<file path="config.mk">
export PLATFORM = sky130hd
export DESIGN_NAME = ahb2apb_bridge_mslv_flat
export DESIGN_NICKNAME = d
export VERILOG_FILES = /design/src/rtl/ahb2apb_bridge_mslv_pkg.sv /design/src/rtl/ahb2apb_bridge_mslv_if.sv /design/src/rtl/ahb2apb_bridge_mslv_resp_mux.sv /design/src/rtl/ahb2apb_bridge_mslv.sv /design/src/flat_wrapper.sv
export SDC_FILE = /design/constraint.sdc
export NUM_CORES = 1
export LEC_CHECK = 0
export CAP_MARGIN = 20
export CORE_AREA = 2 2 120 122
export CTS_BUF_LIST = sky130_fd_sc_hd__clkbuf_8
export CTS_CLUSTER_DIAMETER = 100
export DETAILED_ROUTE_END_ITERATION = 10
export DIE_AREA = 0 0 122 124
export GPL_TIMING_DRIVEN = 1
export PLACE_DENSITY_LB_ADDON = 0.25
export SYNTH_ARGS = -nofsm -noshare
export SYNTH_HDL_FRONTEND = slang
export SYNTH_SLANG_ARGS = --single-unit
</file>
<file path="constraint.sdc">
create_clock -name HCLK -period 2.35 [get_ports HCLK]
set_input_delay 0.47 -clock HCLK [delete_from_list [all_inputs] [get_ports HCLK]]
set_output_delay 0.47 -clock HCLK [all_outputs]
set_load 0.01 [all_outputs]
</file>
<file path="src/rtl/ahb2apb_bridge_mslv_pkg.sv">
// Shared types and helpers for the multi-slave AHB-Lite to APB bridge.
package ahb_apb_pkg;

  typedef enum logic [1:0] {
    IDLE   = 2'b00,
    BUSY   = 2'b01,
    NONSEQ = 2'b10,
    SEQ    = 2'b11
  } htrans_t;

  typedef enum logic [2:0] {
    ST_IDLE,
    ST_LATCH,
    ST_SETUP,
    ST_ACCESS,
    ST_ERR1,
    ST_ERR2
  } bridge_state_t;

  localparam logic HRESP_OKAY  = 1'b0;
  localparam logic HRESP_ERROR = 1'b1;

  // Width of the slave index field; never narrower than one bit.
  function automatic int idx_width(input int n);
    return (n > 1) ? $clog2(n) : 1;
  endfunction

endpackage

</file>
<file path="src/rtl/ahb2apb_bridge_mslv_if.sv">
// AHB-Lite slave side and APB master side of the bridge, bundled as one interface.
interface ahb2apb_bridge_mslv_if #(
  parameter int ADDR_W  = 32,
  parameter int DATA_W  = 32,
  parameter int NUM_SLV = 4
);
  logic                      HSEL;
  logic [1:0]                HTRANS;
  logic                      HWRITE;
  logic [ADDR_W-1:0]         HADDR;
  logic [DATA_W-1:0]         HWDATA;
  logic                      HREADYIN;
  logic                      HREADYOUT;
  logic                      HRESP;
  logic [DATA_W-1:0]         HRDATA;
  logic [ADDR_W-1:0]         PADDR;
  logic [DATA_W-1:0]         PWDATA;
  logic                      PWRITE;
  logic [NUM_SLV-1:0]        PSEL;
  logic                      PENABLE;
  logic [NUM_SLV*DATA_W-1:0] PRDATA;
  logic [NUM_SLV-1:0]        PREADY;
  logic [NUM_SLV-1:0]        PSLVERR;

  // Bridge view: AHB slave, APB master.
  modport slave (
    input  HSEL, HTRANS, HWRITE, HADDR, HWDATA, HREADYIN, PRDATA, PREADY, PSLVERR,
    output HREADYOUT, HRESP, HRDATA, PADDR, PWDATA, PWRITE, PSEL, PENABLE
  );

  // Environment view: drives the AHB request and the APB slave responses.
  modport master (
    output HSEL, HTRANS, HWRITE, HADDR, HWDATA, HREADYIN, PRDATA, PREADY, PSLVERR,
    input  HREADYOUT, HRESP, HRDATA, PADDR, PWDATA, PWRITE, PSEL, PENABLE
  );
endinterface

</file>
<file path="src/rtl/ahb2apb_bridge_mslv_resp_mux.sv">
// Picks the addressed APB slave's response; an index with no slave behind it reads as zero.
module apb_resp_mux
  import ahb_apb_pkg::*;
#(
  parameter int NUM_SLV = 4,
  parameter int DATA_W  = 32,
  parameter int IDX_W   = idx_width(NUM_SLV)
) (
  input  logic [IDX_W-1:0]          idx,
  input  logic [NUM_SLV*DATA_W-1:0] prdata,
  input  logic [NUM_SLV-1:0]        pready,
  input  logic [NUM_SLV-1:0]        pslverr,
  output logic [DATA_W-1:0]         prdata_sel,
  output logic                      pready_sel,
  output logic                      pslverr_sel
);

  // Index compare per slave; unmatched index leaves the zero defaults.
  always_comb begin
    prdata_sel  = '0;
    pready_sel  = 1'b0;
    pslverr_sel = 1'b0;
    for (int i = 0; i < NUM_SLV; i++) begin
      if (idx == IDX_W'(i)) begin
        prdata_sel  = prdata[i*DATA_W +: DATA_W];
        pready_sel  = pready[i];
        pslverr_sel = pslverr[i];
      end
    end
  end

endmodule

</file>
<file path="src/rtl/ahb2apb_bridge_mslv.sv">
// AHB-Lite to multi-slave APB bridge with address decode, wait states,
// slave error mapping, optional access timeout and back-to-back issue.
//
// state     | meaning
// ----------+-----------------------------------------------------------
// ST_IDLE   | no transfer in flight, ready to accept
// ST_LATCH  | AHB data phase, write data captured into PWDATA
// ST_SETUP  | APB setup phase, PSEL high, PENABLE low
// ST_ACCESS | APB access phase, waiting on PREADY of the selected slave
// ST_ERR1   | first ERROR cycle (HREADYOUT low)
// ST_ERR2   | second ERROR cycle (HREADYOUT high), may accept a new transfer
module ahb2apb_bridge_mslv
  import ahb_apb_pkg::*;
#(
  parameter int ADDR_W  = 32,
  parameter int DATA_W  = 32,
  parameter int NUM_SLV = 4,
  parameter int SLV_AW  = 12,
  parameter int TIMEOUT = 0
) (
  input  logic                 HCLK,
  input  logic                 HRESETn,
  ahb2apb_bridge_mslv_if.slave bus
);

  localparam int IDX_W = idx_width(NUM_SLV);
  localparam int CNT_W = (TIMEOUT > 0) ? $clog2(TIMEOUT + 1) : 1;

  bridge_state_t      state_q, state_d;
  logic [ADDR_W-1:0]  addr_q;
  logic               write_q;
  logic [IDX_W-1:0]   idx_q, idx_in;
  logic [CNT_W-1:0]   cnt_q;
  logic [NUM_SLV-1:0] psel_q;
  logic               penable_q;
  logic [DATA_W-1:0]  pwdata_q;
  logic               req, dec_err, accept, timeout_hit;
  logic               hready_d, hresp_d;
  logic [DATA_W-1:0]  hrdata_d;
  logic [DATA_W-1:0]  prdata_sel;
  logic               pready_sel, pslverr_sel;

  assign idx_in      = bus.HADDR[SLV_AW +: IDX_W];
  assign req         = bus.HSEL && (htrans_t'(bus.HTRANS) inside {NONSEQ, SEQ}) && bus.HREADYIN;
  assign dec_err     = (32'(idx_in) >= NUM_SLV) || ((bus.HADDR >> (SLV_AW + IDX_W)) != '0);
  assign timeout_hit = (TIMEOUT > 0) && (cnt_q == CNT_W'(TIMEOUT - 1));

  apb_resp_mux #(
    .NUM_SLV (NUM_SLV),
    .DATA_W  (DATA_W),
    .IDX_W   (IDX_W)
  ) u_resp_mux (
    .idx         (idx_q),
    .prdata      (bus.PRDATA),
    .pready      (bus.PREADY),
    .pslverr     (bus.PSLVERR),
    .prdata_sel  (prdata_sel),
    .pready_sel  (pready_sel),
    .pslverr_sel (pslverr_sel)
  );

  // State register.
  always_ff @(posedge HCLK or negedge HRESETn) begin
    if (!HRESETn) state_q <= ST_IDLE;
    else          state_q <= state_d;
  end

  // Next state and AHB response; acceptance only happens where HREADYOUT is high.
  always_comb begin
    state_d  = state_q;
    hready_d = 1'b1;
    hresp_d  = HRESP_OKAY;
    hrdata_d = '0;
    accept   = 1'b0;
    case (state_q)
      ST_IDLE, ST_ERR2: begin
        if (state_q == ST_ERR2) hresp_d = HRESP_ERROR;
        accept  = req;
        state_d = req ? (dec_err ? ST_ERR1 : ST_LATCH) : ST_IDLE;
      end
      ST_LATCH: begin
        hready_d = 1'b0;
        state_d  = ST_SETUP;
      end
      ST_SETUP: begin
        hready_d = 1'b0;
        state_d  = ST_ACCESS;
      end
      ST_ACCESS: begin
        hready_d = 1'b0;
        if (pready_sel && !pslverr_sel) begin
          hready_d = 1'b1;
          if (!write_q) hrdata_d = prdata_sel;
          accept   = req;
          state_d  = req ? (dec_err ? ST_ERR1 : ST_LATCH) : ST_IDLE;
        end else if (pready_sel || timeout_hit) begin
          state_d = ST_ERR1;
        end
      end
      ST_ERR1: begin
        hready_d = 1'b0;
        hresp_d  = HRESP_ERROR;
        state_d  = ST_ERR2;
      end
      default: state_d = ST_IDLE;
    endcase
  end

  // Address-phase capture of address, direction and slave index.
  always_ff @(posedge HCLK or negedge HRESETn) begin
    if (!HRESETn) begin
      addr_q  <= '0;
      write_q <= 1'b0;
      idx_q   <= '0;
    end else if (accept) begin
      addr_q  <= bus.HADDR;
      write_q <= bus.HWRITE;
      idx_q   <= idx_in;
    end
  end

  // Write data is taken in the data phase and held until the next write.
  always_ff @(posedge HCLK or negedge HRESETn) begin
    if (!HRESETn)                           pwdata_q <= '0;
    else if (state_q == ST_LATCH && write_q) pwdata_q <= bus.HWDATA;
  end

  // APB strobes follow the upcoming state so they are clean flop outputs.
  always_ff @(posedge HCLK or negedge HRESETn) begin
    if (!HRESETn) begin
      psel_q    <= '0;
      penable_q <= 1'b0;
    end else begin
      psel_q    <= (state_d == ST_SETUP || state_d == ST_ACCESS) ? (NUM_SLV'(1) << idx_q) : '0;
      penable_q <= (state_d == ST_ACCESS);
    end
  end

  // Access-cycle counter for the timeout abort; saturates rather than wraps.
  always_ff @(posedge HCLK or negedge HRESETn) begin
    if (!HRESETn)                             cnt_q <= '0;
    else if (state_d == ST_SETUP)             cnt_q <= '0;
    else if (state_q == ST_ACCESS && !(&cnt_q)) cnt_q <= cnt_q + CNT_W'(1);
  end

  assign bus.HREADYOUT = hready_d;
  assign bus.HRESP     = hresp_d;
  assign bus.HRDATA    = hrdata_d;
  assign bus.PADDR     = addr_q;
  assign bus.PWDATA    = pwdata_q;
  assign bus.PWRITE    = write_q;
  assign bus.PSEL      = psel_q;
  assign bus.PENABLE   = penable_q;

endmodule

</file>
<file path="src/flat_wrapper.sv">
// flat-port wrapper written by rule: the top's interface ports become plain ports
module ahb2apb_bridge_mslv_flat import ahb_apb_pkg::*;
#(
  parameter int ADDR_W  = 32,
  parameter int DATA_W  = 32,
  parameter int NUM_SLV = 4,
  parameter int SLV_AW  = 12,
  parameter int TIMEOUT = 0
)
  (HCLK, HRESETn, bus_HSEL, bus_HTRANS, bus_HWRITE, bus_HADDR, bus_HWDATA, bus_HREADYIN, bus_PRDATA, bus_PREADY, bus_PSLVERR, bus_HREADYOUT, bus_HRESP, bus_HRDATA, bus_PADDR, bus_PWDATA, bus_PWRITE, bus_PSEL, bus_PENABLE);
  ahb2apb_bridge_mslv_if #(.ADDR_W(ADDR_W), .DATA_W(DATA_W), .NUM_SLV(NUM_SLV)) bus_i ();
  input  logic HCLK;
  input  logic HRESETn;
  input wire logic [$bits(bus_i.HSEL)-1:0] bus_HSEL;
  input wire logic [$bits(bus_i.HTRANS)-1:0] bus_HTRANS;
  input wire logic [$bits(bus_i.HWRITE)-1:0] bus_HWRITE;
  input wire logic [$bits(bus_i.HADDR)-1:0] bus_HADDR;
  input wire logic [$bits(bus_i.HWDATA)-1:0] bus_HWDATA;
  input wire logic [$bits(bus_i.HREADYIN)-1:0] bus_HREADYIN;
  input wire logic [$bits(bus_i.PRDATA)-1:0] bus_PRDATA;
  input wire logic [$bits(bus_i.PREADY)-1:0] bus_PREADY;
  input wire logic [$bits(bus_i.PSLVERR)-1:0] bus_PSLVERR;
  output wire logic [$bits(bus_i.HREADYOUT)-1:0] bus_HREADYOUT;
  output wire logic [$bits(bus_i.HRESP)-1:0] bus_HRESP;
  output wire logic [$bits(bus_i.HRDATA)-1:0] bus_HRDATA;
  output wire logic [$bits(bus_i.PADDR)-1:0] bus_PADDR;
  output wire logic [$bits(bus_i.PWDATA)-1:0] bus_PWDATA;
  output wire logic [$bits(bus_i.PWRITE)-1:0] bus_PWRITE;
  output wire logic [$bits(bus_i.PSEL)-1:0] bus_PSEL;
  output wire logic [$bits(bus_i.PENABLE)-1:0] bus_PENABLE;
  assign bus_i.HSEL = bus_HSEL;
  assign bus_i.HTRANS = bus_HTRANS;
  assign bus_i.HWRITE = bus_HWRITE;
  assign bus_i.HADDR = bus_HADDR;
  assign bus_i.HWDATA = bus_HWDATA;
  assign bus_i.HREADYIN = bus_HREADYIN;
  assign bus_i.PRDATA = bus_PRDATA;
  assign bus_i.PREADY = bus_PREADY;
  assign bus_i.PSLVERR = bus_PSLVERR;
  assign bus_HREADYOUT = bus_i.HREADYOUT;
  assign bus_HRESP = bus_i.HRESP;
  assign bus_HRDATA = bus_i.HRDATA;
  assign bus_PADDR = bus_i.PADDR;
  assign bus_PWDATA = bus_i.PWDATA;
  assign bus_PWRITE = bus_i.PWRITE;
  assign bus_PSEL = bus_i.PSEL;
  assign bus_PENABLE = bus_i.PENABLE;
  ahb2apb_bridge_mslv #(.ADDR_W(ADDR_W), .DATA_W(DATA_W), .NUM_SLV(NUM_SLV), .SLV_AW(SLV_AW), .TIMEOUT(TIMEOUT)) u_core (.HCLK(HCLK), .HRESETn(HRESETn), .bus(bus_i));
endmodule
</file>
* Yosys cells after proc, flatten, opt, wreduce, memory -nomap -nowiden
Cells that the tools add are included.
** Storage, ports and cells
- Bits in registers :: 75
- Input bits :: 207
** Operators by class
- Reductions and logical operators :: 12
- Shift operators :: 1
- Mux-type cells :: 27
- Equal/unequal tests :: 12
** Operator list (count)
- two-way mux 32 bit :: 7
- nonzero test 32 bit :: 1
- one-hot mux 3 bit (5 select lines) :: 1
- == test 3 x 2 -> 1 bit (second input constant) :: 4
- two-way mux 3 bit :: 4
- two-way mux 1 bit :: 11
- == test 2 bit (second input constant) :: 4
- == test 3 bit (second input constant) :: 2
- one-hot mux 1 bit (2 select lines) :: 3
- logical AND 1 bit :: 4
- two-way mux 4 bit :: 1
- << shifter 1 x 2 -> 4 bit (first input constant) :: 1
- == test 3 x 1 -> 1 bit (second input constant) :: 1
- zero test 3 bit :: 1
- OR reduction 3 bit :: 1
- == test 2 x 1 -> 1 bit (second input constant) :: 1
- zero test 2 bit :: 1
- nonzero test 2 bit :: 1
- OR reduction 2 bit :: 1
- zero test 1 bit :: 1
- logical OR 1 bit :: 1

* Longest topological paths before layout
- Depth in word-level cells :: 12
- Depth in mapped cells :: 7

* By module
From an unflattened synthesis, not the netlist that was laid out.
** Unflattened totals
- Cells, all modules :: 263
- Area, all modules :: 3946.3 µm²
** Modules (own cells, without submodules)
- ahb2apb_bridge_mslv :: times used 1, cells an instance 221, area each 3075.4 µm²
- apb_resp_mux :: times used 1, cells an instance 42, area each 870.8 µm²

* Worst setup path before layout
No wires, ideal clock.
- Kind :: reg2out
- From :: register u_core.bus.PADDR[12] (netlist name)
- To :: output bus_HRDATA[10]
- Stages on the path, launching flop included :: 5
- Path slack :: -103 ps
- Data arrival time :: 1983 ps
- Path buffers :: 1
- Path through :: dfrtp_1 > mux4_1 > or4_4 > buf_2 > nor2b_1
** RTL lines
- end, declared :: line flat_wrapper.sv:25 : output wire logic [$bits(bus_i.HRDATA)-1:0] bus_HRDATA;

==> summary.txt <==
Outcome
  • Status: finished with violations
  • Violations in the final reports: setup timing

GRT
  • Global-route congestion overflow total: 0
  • Via count of the first global-routing pass: 4,241
  • Maximum number of pins on one net before global-route repair: 33
  • Initial antenna violation count: 0
  • Total global routing track utilization: 0.201
  • First-pass GRT wire length: 23,000 µm

Synth
  • Synth Area in Adders: 0.00245
  • Top cell type's share of synthesized area: 0.447
  • Synth Area in Simple Gates: 0.0863
  • Most used flip-flop cell after synthesis: sky130_fd_sc_hd__dfrtp_1
  • Compound-Gate Fraction of Synth Area: 0.0227
  • Nets in the synthesized netlist: 481
  • Library cell with the largest summed area after synthesis: sky130_fd_sc_hd__dfrtp_1
  • Share of the synthesized netlist area taken by xor and xnor gates: 0.00214
  • Gate count after technology mapping: 274
  • Register area share after synthesis: 0.447
  • Asr flop ratio synth: 1.00
  • Main area contributors after synthesis: sky130_fd_sc_hd__dfrtp_1 45%, sky130_fd_sc_hd__mux4_2 17%, sky130_fd_sc_hd__mux2_4 11%, sky130_fd_sc_hd__mux2_2 9.6%, sky130_fd_sc_hd__nor2b_1 4.6%
  • Area of the mapped netlist: 4090 µm²
  • Total of flip-flops plus latches after synthesis: 73
  • Synthesized area per cell: 14.9 µm²
  • Mux share of post-synthesis cell area: 0.401
  • Warnings from Yosys: 0
  • Post-synth EDFFs: 0
  • Main combinational cell family by area after synthesis: multiplexers
  • Synth unique cells: 37

Worst setup path
  • Critical-path cell list: or2b_1, o22a_4, buf_6, or4_4, buf_6, nor2b_1, buf_2
  • Worst R2R Path Depth: 7
  • Delay of the slowest cell on the worst path: 0.55 ns
  • Most repeated library cell on the critical path: sky130_fd_sc_hd__buf_6
  • Maximum fanout along the worst path: 5
  • Slack of the worst reg-to-reg path: 0.12 ns
  • Data arrival time of the worst path: 2.46 ns
  • End of the worst register-to-register path: u_core.bus.PADDR[7]
  • Crit path kind: flop to primary output
  • R2R Path Start: u_core.bus.PADDR[13]
  • Category of the worst setup path launch point: flop
  • Required time at the endpoint of the critical path: 1.88 ns
  • Master of the slowest instance on the critical path: sky130_fd_sc_hd__or4_4
  • Crit end category: primary output

Job
  • Number of max-cap violations: 0

STA
  • Max transition margin: 0.580
  • Maximum clock rate: 0.341 GHz
  • Pins Over Slew Limit: 0
  • Hold Vio Cnt, Final: 0
  • Min Tclk post-route: 2.93 ns
  • Clock Skew: 0.00698 ns
  • Slew @ Worst Pin: 0.630 ns
  • Unrepaired setup endpoints after global routing: yes
  • Final setup violation count: 33
  • Crit share post-route: 1.25
  • Setup slack of the critical path after layout: -0.584 ns

Cells and area
  • Filler cells: 1,152
  • Antenna cells: 0
  • NumNets Final: 823
  • Layout area overhead: 91.1%
  • Fraction of layout instances using a drive strength above 1: 0.324

Place
  • Post-DP HPWL: 11,900 µm
  • Worst slack after detailed placement: -0.990 ns
  • Routability Congestion: 0.803
  • Port-buffer cells: 309

Pwr
  • Largest vdd supply drop: 0.000771 V
  • Leak pwr: 3.31 nW
  • Int Pwr: 0.00549 W
  • Switching power share of the total: 0.326
  • Total power of the final layout: 0.00814 W
  • P_sw: 0.00265 W
  • Combinational fraction of design power: 0.614
  • Total power density per cell area: 1040 nW/µm²
  • Sequential cell fraction of total power: 0.277
  • Relative contribution of the clock network to total power: 0.109

Route
  • Starting DRC count in detailed routing: 123
  • Antenna Violating Nets Remaining: 0
  • DRC errors left: 0
  • Total number of vias: 3,758
  • Detailed-route wire length: 15,600 µm
  • Via-per-instance ratio: 4.71
  • Number of optimization iterations in the first detailed-route pass: 4
  • Routed WL per cell: 19.5 µm

Clocking
  • Number of buffers inserted for hold repair after clock tree synthesis: 0
  • Clk root buf: sky130_fd_sc_hd__clkbuf_8
  • TritonCTS clock tree: yes
  • Later-pin clock latency in the skew report: 0.34 ns
  • Clock-pin slew on the worst setup and hold paths: 0.08 ns
  • Clock buffer count from CTS: 9
  • Number of H-tree branching levels: 3
  • Count of clock tree sinks: 73
  • Maximum clock path buffer count: 2

Floorplanning
  • Area of the core: 13,700 µm²
  • Number of rows created at floorplan: 43
  • Die span in x: 122 µm
  • Height of the die: 124 µm
  • Initial Utilization: 0.298
  • Die area: 15,100 µm²
  • I/O pins: 311

Worst hold path
  • Class of the worst hold path: input pin to async pin
synth_stat cells, drive strengths merged (2+ instances only):
library cell   n
nand2          9
a211o          2
clkbuf         7
o21ai          2
nor4           4
nor2           6
and3           3
dfrtp         73
a21oi          2
buf           13
nor3           4
mux2i          4
o31ai          2
inv            4
mux2          65
mux4          33
nor2b         32
critical path, delay by kind of cell (launching register included):
kind	cells	cell delay, ns
simple gates	3	0.95
flops	1	0.47
buf+inv	3	0.41
compound gates	1	0.29
area by class of cell:
class                      count  area, µm²  area share
timing repair buffer         348       3370       0.431
multi-input combinational    180       2200       0.282
inverter                       4       15.0     0.00192
sequential                    73       1830       0.234
clock buffer                  12        165      0.0212
clock inverter                 1       3.75    0.000481
tap                          180        225      0.0288
through the flow:
step / hold slack (ns) / utilization / cells / setup TNS (ns) / instance area [µm²]
floorplan: 0.174 / - / 274 / 0 / 4080
global placement: 0.487 / 0.545 / 765 / -35.34 / 7480
detailed placement: 0.492 / 0.545 / 765 / -38.57 / 7480
CTS: 0.138 / 0.563 / 798 / -17.80 / 7730
global route: 0.168 / 0.569 / 798 / -19.42 / 7810
finish: 0.135 / 0.569 / 798 / -16.51 / 7810
sequential cells by signal (all words and copies together), names as in the netlist:
register / flops
u_core.bus.PADDR: 32
u_core.bus.PENABLE: 1
u_core.bus.PSEL: 4
u_core.bus.PWDATA: 32
u_core.bus.PWRITE: 1
u_core.state_q: 3
timing repair:
item                                    CTS  global route
hold endpoints to repair                  0             0
pin swaps                                 5             1
cloned                                    3             0
setup buffers                            17             0
resized for setup                       159            16
endpoints found under the setup margin   35            58
cell usage in the layout, fill, tap and decap left out, types with 3 or more instances in the layout:
master | netlist | final
sky130_fd_sc_hd__buf_2 | 3 | 28
sky130_fd_sc_hd__mux2_2 | 35 | 35
sky130_fd_sc_hd__or4_4 | 1 | 4
sky130_fd_sc_hd__nor2_1 | 6 | 6
sky130_fd_sc_hd__clkbuf_8 | 1 | 12
sky130_fd_sc_hd__mux4_2 | 30 | 31
sky130_fd_sc_hd__inv_1 | 4 | 5
sky130_fd_sc_hd__nor3_1 | 4 | 3
sky130_fd_sc_hd__buf_12 | 0 | 4
sky130_fd_sc_hd__buf_4 | 2 | 18
sky130_fd_sc_hd__clkdlybuf4s50_1 | 0 | 274
sky130_fd_sc_hd__nor2b_1 | 30 | 25
sky130_fd_sc_hd__nor4_1 | 4 | 4
sky130_fd_sc_hd__mux2i_1 | 4 | 3
sky130_fd_sc_hd__nand2_1 | 8 | 8
sky130_fd_sc_hd__mux2_4 | 30 | 30
sky130_fd_sc_hd__buf_6 | 6 | 23
sky130_fd_sc_hd__dfrtp_1 | 73 | 72
sky130_fd_sc_hd__nor2b_4 | 0 | 5
per-layer routing:
layer	global-route usage	wire, µm	part of all wire	vias up
met1	0.205	5330	0.34	1820
li1	-	-	-	1712
met2	0.366	8120	0.52	203
met4	0.0711	308	0.020	0
met3	0.0861	1820	0.12	23
met5	0	0	0	-
power by group through the flow:
stage               Clock, W  Combinational [W]  Sequential, W
global route        0.000975            0.00534        0.00234
CTS                 0.000929            0.00497        0.00226
floorplan                  0            0.00221        0.00249
detailed placement         0            0.00476        0.00225
global placement           0            0.00473        0.00223
finish              0.000889            0.00500        0.00225
how the worst max path moves through the flow:
stage / from / to / slack, ns / cells after the start
2_1_floorplan: u_core.bus.PADDR[12] / bus_HRDATA[10] / 0.01 / 6
3_3_place_gp: bus_PSLVERR[3] / bus_HRDATA[2] / -0.88 / 5
3_5_place_dp: bus_PSLVERR[3] / bus_HRDATA[30] / -0.99 / 5
4_1_cts: u_core.bus.PADDR[12] / bus_HRDATA[20] / -0.64 / 8
5_1_grt: u_core.bus.PADDR[12] / bus_HRDATA[8] / -0.69 / 8
6_report: u_core.bus.PADDR[13] / bus_HRDATA[25] / -0.58 / 7
cell families (layout without fill, tap and decap cells):
logic type / count (synthesis) / in the layout
flip-flops: 73 / 73
adder cells (fa/ha/maj): 1 / 1
multiplexers: 102 / 102
AND/OR/NAND/NOR: 61 / 64
buffers and inverters: 24 / 365
AO/OA/AOI/OAI: 12 / 12
XOR/XNOR: 1 / 1
(Power assumes the default switching activity.)
